## src/rtl/l2_norm_ctrl.sv

```systemverilog
// Vector L2-norm controller: accumulates the sum of squares of 8-bit beats, then
// takes a 10-cycle bit-serial square root. Optional L2_NORM_ROUND_EN rounds out_norm.
module l2_norm_ctrl #(
    parameter int VEC_MAX = 16
) (
    input  logic        clk,
    input  logic        reset,
    input  logic        in_valid,
    input  logic [7:0]  in_data,
    input  logic        in_last,
    output logic        in_ready,
    output logic        out_valid,
    input  logic        out_ready,
    output logic [19:0] out_sumsq,
    output logic [9:0]  out_norm,
    output logic [4:0]  out_len,
    output logic        err,
    output logic        busy
);

    typedef enum logic [1:0] {ACC, SQRT, OUT} state_t;

    state_t      state, state_nxt;
    logic [19:0] acc;
    logic [19:0] rad;
    logic [4:0]  count;
    logic [3:0]  iter;
    logic [11:0] rem;
    logic [9:0]  root;

    logic        accept, vec_done;
    logic [15:0] sq;
    logic [13:0] rem_sh, trial;
    logic        ge;
    logic [11:0] rem_nxt;
    logic [9:0]  root_nxt, norm_fin;

    assign in_ready  = (state == ACC);
    assign out_valid = (state == OUT);
    assign busy      = (state != ACC);
    assign accept    = in_valid && in_ready;
    assign vec_done  = accept && (in_last || count == 5'(VEC_MAX - 1));
    assign sq        = in_data * in_data;

    // One restoring step: bring down the next two radicand bits, try subtracting 4r+1.
    always_comb begin
        rem_sh   = {rem, rad[19:18]};
        trial    = {2'b00, root, 2'b01};
        ge       = (rem_sh >= trial);
        rem_nxt  = ge ? 12'(rem_sh - trial) : 12'(rem_sh);
        root_nxt = {root[8:0], ge};
`ifdef L2_NORM_ROUND_EN
        norm_fin = (rem_nxt > {2'b00, root_nxt}) ? root_nxt + 10'd1 : root_nxt;
`else
        norm_fin = root_nxt;
`endif
    end

    always_comb begin
        state_nxt = state;
        case (state)
            ACC:     if (vec_done) state_nxt = SQRT;
            SQRT:    if (iter == 4'd10) state_nxt = OUT;
            OUT:     if (out_ready) state_nxt = ACC;
            default: state_nxt = ACC;
        endcase
    end

    always_ff @(posedge clk or negedge reset) begin
        if (!reset) begin
            state     <= ACC;
            acc       <= '0;
            count     <= '0;
            iter      <= '0;
            rad       <= '0;
            rem       <= '0;
            root      <= '0;
            out_sumsq <= '0;
            out_norm  <= '0;
            out_len   <= '0;
            err       <= 1'b0;
        end else begin
            state <= state_nxt;
            case (state)
                ACC: begin
                    iter <= '0;
                    if (accept) begin
                        acc   <= acc + 20'(sq);
                        count <= count + 5'd1;
                        if (vec_done) err <= !in_last;
                    end
                end
                SQRT: begin
                    iter <= iter + 4'd1;
                    // iter 0 loads the radicand; iters 1..10 each produce one root bit
                    if (iter == 4'd0) begin
                        rad  <= acc;
                        rem  <= '0;
                        root <= '0;
                    end else begin
                        rad  <= {rad[17:0], 2'b00};
                        rem  <= rem_nxt;
                        root <= root_nxt;
                    end
                    if (iter == 4'd10) begin
                        out_sumsq <= acc;
                        out_norm  <= norm_fin;
                        out_len   <= count;
                    end
                end
                OUT: begin
                    if (out_ready) begin
                        acc   <= '0;
                        count <= '0;
                    end
                end
                default: ;
            endcase
        end
    end

endmodule

```

## config.mk

```make
export PLATFORM = sky130hd
export DESIGN_NAME = l2_norm_ctrl
export DESIGN_NICKNAME = d
export VERILOG_FILES = /design/src/rtl/l2_norm_ctrl.sv
export SDC_FILE = /design/constraint.sdc
export NUM_CORES = 1
export LEC_CHECK = 0
export BUFFER_PORTS_ARGS = -buffer_cell sky130_fd_sc_hd__buf_4
export CAP_MARGIN = 20
export CORE_ASPECT_RATIO = 0.7
export CORE_MARGIN = 2
export CORE_UTILIZATION = 53
export CTS_BUF_LIST = sky130_fd_sc_hd__clkbuf_16
export DETAILED_ROUTE_END_ITERATION = 6
export GPL_TIMING_DRIVEN = 0
export PLACE_DENSITY = 0.74
export SLEW_MARGIN = 20
export SYNTH_ARGS = -nofsm -noshare
export SYNTH_HDL_FRONTEND = slang
export SYNTH_SLANG_ARGS = --single-unit
```

## constraint.sdc

```tcl
create_clock -name clk -period 4.5 [get_ports clk]
set_clock_uncertainty 0.15 [all_clocks]
set_input_delay 0.225 -clock clk [delete_from_list [all_inputs] [get_ports clk]]
set_output_delay 0.225 -clock clk [all_outputs]
set_load 0.02 [all_outputs]
```

* Word level (Yosys, flattened, before mapping) *
Cells that the tools add are included.

storage, ports and cells
  register bits after elaboration = 109
  RAM bits = 0
  bits of input ports = 13
  bits in latches = 0
  bits in read-only memories = 0
  output and inout port bits = 39
  memories = 0

cells by class
  muxes and demuxes = 15
  bitwise gates (word level) = 0
  div/mod/pow operators = 0
  shift operators = 0
  $mul = 1
  equality and inequality tests = 8
  reduce and logical (&&, ||, !) cells = 13
  $lt $le $gt $ge = 1
  $add $sub $neg = 4

operators by type and width
  operator               count
  $mux W20               3
  $pmux W20 S2           1
  $mux W12               2
  $add A20 B16 Y20       1
  $mul A8 B8 Y16         1
  $ge A14 B12 Y1         1
  $sub A12 B12 Y12       1
  $mux W10               1
  $mux W5                2
  $pmux W5 S2            1
  $reduce_and A3 Y1      3
  $pmux W4 S2            1
  $mux W2                3
  $ne A2 B1 Y1 const B   3
  $pmux W2 S3            1
  $reduce_bool A2 Y1     3
  $add A5 B1 Y5 const B  1
  $eq A5 B4 Y1 const B   1
  $add A4 B1 Y4 const B  1
  $eq A4 B4 Y1 const B   1
  $logic_not A4 Y1       1
  $eq A2 B1 Y1 const B   1
  $eq A2 B2 Y1 const B   1
  $logic_and A1 B1 Y1    2
  other kinds (5)        5

* Depth between registers and ports, before layout *
  depth after elaboration = 5
  mapped depth = 19
  gate-level depth less buffers = 18

* Worst setup path after synthesis *
No wires, ideal clock.

  path kind = input to register
  from = input in_data[6]
  to = register acc[17]
  setup time = 133 ps
  arrival = 4334 ps
  path buffers = 1
  stages on the path = 18
  setup slack = -117 ps
  cells stage by stage = clkbuf_1 -> and2_1 -> inv_1 -> fa_1 -> inv_1 -> fa_1 -> fa_1 -> inv_1 -> fa_1 -> inv_1 -> ha_1 -> o21a_1 -> o31ai_1 -> a211oi_1 -> a221o_1 -> a311oi_1 -> xor2_1 -> o21ai_0

between the ends
  word-level cells in the longest chain between the ends = 4

ends and longest elaborated chain
  element                 RTL line  text
  start: declaration      9         input logic [7:0] in_data,
  $mul A8 B8 Y16          43        assign sq = in_data * in_data;
  $add A20 B16 Y20        88        acc <= acc + 20'(sq);
  $mux W20                87        if (accept) begin
  $pmux W20 S2            84        case (state)
  end signal: assignment  88
  end: declaration        24        logic [19:0] acc;

Every way passes these cells. The select of a mux whose other input is x is not followed.
A chain may end at the register's enable or synchronous reset.

* Worst setup path after layout *
  from = register acc[6]
  to = register acc[17]

between the ends
  word-level cells in the longest chain between the ends = 3

ends and longest elaborated chain
  element           RTL line
  $add A20 B16 Y20  88
  $mux W20          87
  $pmux W20 S2      84

Every way passes these cells. The select of a mux whose other input is x is not followed.

==> results.py <==
metrics = {
    "global_route": {
        "grt_pass1_wl_mm": 28.12,
        "first_global_vias": 5511,
        "gr-usage-all-layers_pct": 24.59,
        "gr-total-overflow": 0,
        "grt_antenna_before_repair": 0,
        "grt_max_degree": 110,
    },
    "synthesis": {
        "synth-xor-area-share_pct": 3.588,
        "synth-simple-area-share_pct": 13.00,
        "synth-adder-area-share_pct": 20.54,
        "syn_nets": 881,
        "synth_mux_area_share_pct": 4.579,
        "synth_flop_cell": "dfrtp_1",
        "ys_top_cells_by_count": "109 x dfrtp_1, 104 x nand2_1, 93 x inv_1, 65 x o21ai_0, 61 x ha_1",
        "synth_cell_types": 53,
        "synth.avg_cell_area_um2": 9.511,
        "synth_compound_area_share_pct": 14.49,
        "ys_ff_latch": 109,
        "synth_cells": 770,
        "synth_edf_count": 0,
        "yosysSeqAreaShare_pct": 37.25,
        "yosysWarningCount": 0,
        "synthArstFlopShare_pct": 100.0,
        "synth_top_area_share_pct": 37.25,
        "yosysMostFrequentCell": "dfrtp_1",
        "yosysTopAreaCell": "dfrtp_1",
        "synth_area_leaders": "dfrtp_1 37%, ha_1 10%, fa_1 10%, nand2_1 5.3%, inv_1 4.8%",
        "synth_top_family_by_area": "adder cells",
        "synth_area_um2": 7323,
    },
    "timing": {
        "fmax_ghz": 0.2294,
        "relSlewSlack_pct": 55.59,
        "whs_ns": 0.1463,
        "setup_violations": 0,
        "worst_slew_pin_slew_ns": 0.6662,
        "slew_violations": 0,
        "min_period_ns": 4.360,
        "hold_viol": 0,
        "fin_crit_sh_pct": 96.88,
    },
    "clocking": {
        "clk_pin_slew_ns": 0.08,
        "clk_latency_ns": 0.36,
        "htree_levels": 3,
        "cts_buffer_depth": 2,
        "clkSinkCount": 109,
        "cts_tree": "done",
        "cts_root_buf": "clkbuf_16",
        "numCtsBuffers": 9,
    },
    "critical_path": {
        "crit_start": "acc[6]",
        "endpoint": "acc[17]",
        "critPathKind": "reg -> reg",
        "rrSetupSlack_ns": 0.14,
        "reg2reg_from": "acc[6]",
        "cp-start-kind": "register",
        "cp_max_fo": 4,
        "worstPathArrival_ns": 4.43,
        "critPathCaptureType": "register",
        "r2r_end": "acc[17]",
        "crit_required_ns": 4.57,
        "r2r_cells": 14,
    },
    "route": {
        "route.detailed.drc": 0,
        "dr.pass1.iters": 5,
        "ant_nets": 0,
        "num_vias": 5796,
        "routed_wl_mm": 17.43,
        "drt_iter0_markers": 430,
        "wl_per_cell_um": 16.81,
        "viasPerCell": 5.589,
    },
    "cells_and_area": {
        "fin_area_um2": 8603,
        "finalNetCount": 958,
        "syn_to_final_growth_pct": 17.48,
        "fin_util_pct": 64.62,
        "diodes": 0,
        "drive_above_1_share_pct": 16.43,
        "nFillCells": 1086,
    },
    "place": {
        "place_area_um2": 7938,
        "gp_congestion": 0.9212,
        "post-dp-hpwl_mm": 12.91,
        "port_buffers": 49,
    },
    "worst_hold_path": {
        "min_path_type": "in -> async",
    },
    "die": {
        "die_w_um": 144.5,
        "ios": 52,
        "start_util_pct": 55.01,
        "die-area_um2": 14790,
        "rows": 35,
        "die_height_um": 102.3,
        "core_um2": 13310,
    },
    "run_status": {
        "outcome": "finished clean",
    },
    "flow_run": {
        "maxCapViolCount": 0,
    },
}
[repair_timing]
| action | in CTS | in global routing |
|---|---|---|
| endpoints found under the setup margin | 5 | 7 |
| endpoints found under the hold margin | 111 | 0 |
| hold buffers | 3 | 0 |
| setup buffers | 7 | 6 |
| pin swaps | 10 | 24 |
| resized for setup | 14 | 25 |
[cells by family (layout without fill, tap and decap cells)]
family / count (synthesis) / after routing
AO/OA/AOI/OAI: 167 / 167
AND/OR/NAND/NOR: 211 / 211
XOR/XNOR: 30 / 30
buffers and inverters: 124 / 206
adder cells (fa/ha/maj): 98 / 98
multiplexers: 31 / 31
flip-flops: 109 / 109
[per-stage QoR]
stage / TNS (ns) / setup WS (ns) / cells
2_1_floorplan: 0 / 0.001489 / 770
3_3_place_gp: -2.634 / -0.5444 / 1004
3_5_place_dp: -3.580 / -0.5745 / 1004
4_1_cts: 0 / 0.004987 / 1030
5_1_grt: -0.01631 / -0.009955 / 1037
6_report: 0 / 0.1403 / 1037
[placed cells by master (no fill, tap or decap), drive strengths merged, types with 15 or more instances in the layout]
| master | n |
|---|---|
| clkbuf | 38 |
| inv | 95 |
| ha | 61 |
| and2 | 21 |
| nor2 | 40 |
| buf | 65 |
| o21ai | 73 |
| fa | 37 |
| a31oi | 22 |
| xnor2 | 15 |
| xor2 | 15 |
| nand2 | 104 |
| a21oi | 23 |
| mux2 | 20 |
| dfrtp | 109 |
[state kept, by name (all words and copies together), names as in the netlist]
signal	cells
iter	4
count	5
acc	20
err	1
root	10
rad	20
out_norm	10
out_len	5
state	2
out_sumsq	20
rem	12
[per-layer routing]
| metal | wire [µm] | track usage, % | up-vias |
|---|---|---|---|
| li1 | - | - | 2721 |
| met1 | 8334 | 37.02 | 2887 |
| met2 | 7919 | 37.88 | 168 |
| met3 | 961 | 4.827 | 20 |
| met4 | 218 | 4.033 | 0 |
| met5 | 0 | 0 | - |
[critical path, cell delays in order, from the launching register on]
cell	delay [ns]
dfrtp_2	0.44
fa_1	0.53
inv_1	0.05
fa_1	0.46
fa_1	0.48
fa_1	0.49
inv_1	0.06
ha_4	0.23
o21a_1	0.22
o31ai_4	0.08
a211oi_2	0.12
a221o_1	0.36
a311oi_2	0.29
xor2_1	0.18
o21ai_1	0.08
[worst min path at each step]
stage	end
2_1_floorplan	acc[0]
3_3_place_gp	err
3_5_place_dp	acc[15]
4_1_cts	acc[0]
5_1_grt	acc[12]
6_report	acc[12]
[layout make-up]
cell class / count / area (µm²) / area share, %
Multi-Input combinational cell: 537 / 4262 / 49.53
Buffer: 31 / 138.9 / 1.614
Inverter: 93 / 349.1 / 4.058
Clock inverter: 7 / 140.1 / 1.629
Timing Repair Buffer: 66 / 526.8 / 6.123
Tap cell: 185 / 231.5 / 2.691
Clock buffer: 9 / 225.2 / 2.618
Sequential cell: 109 / 2730 / 31.73
Power is not shown: default switching activity piles up to over one toggle a cycle in this logic, so the estimate is an artifact.
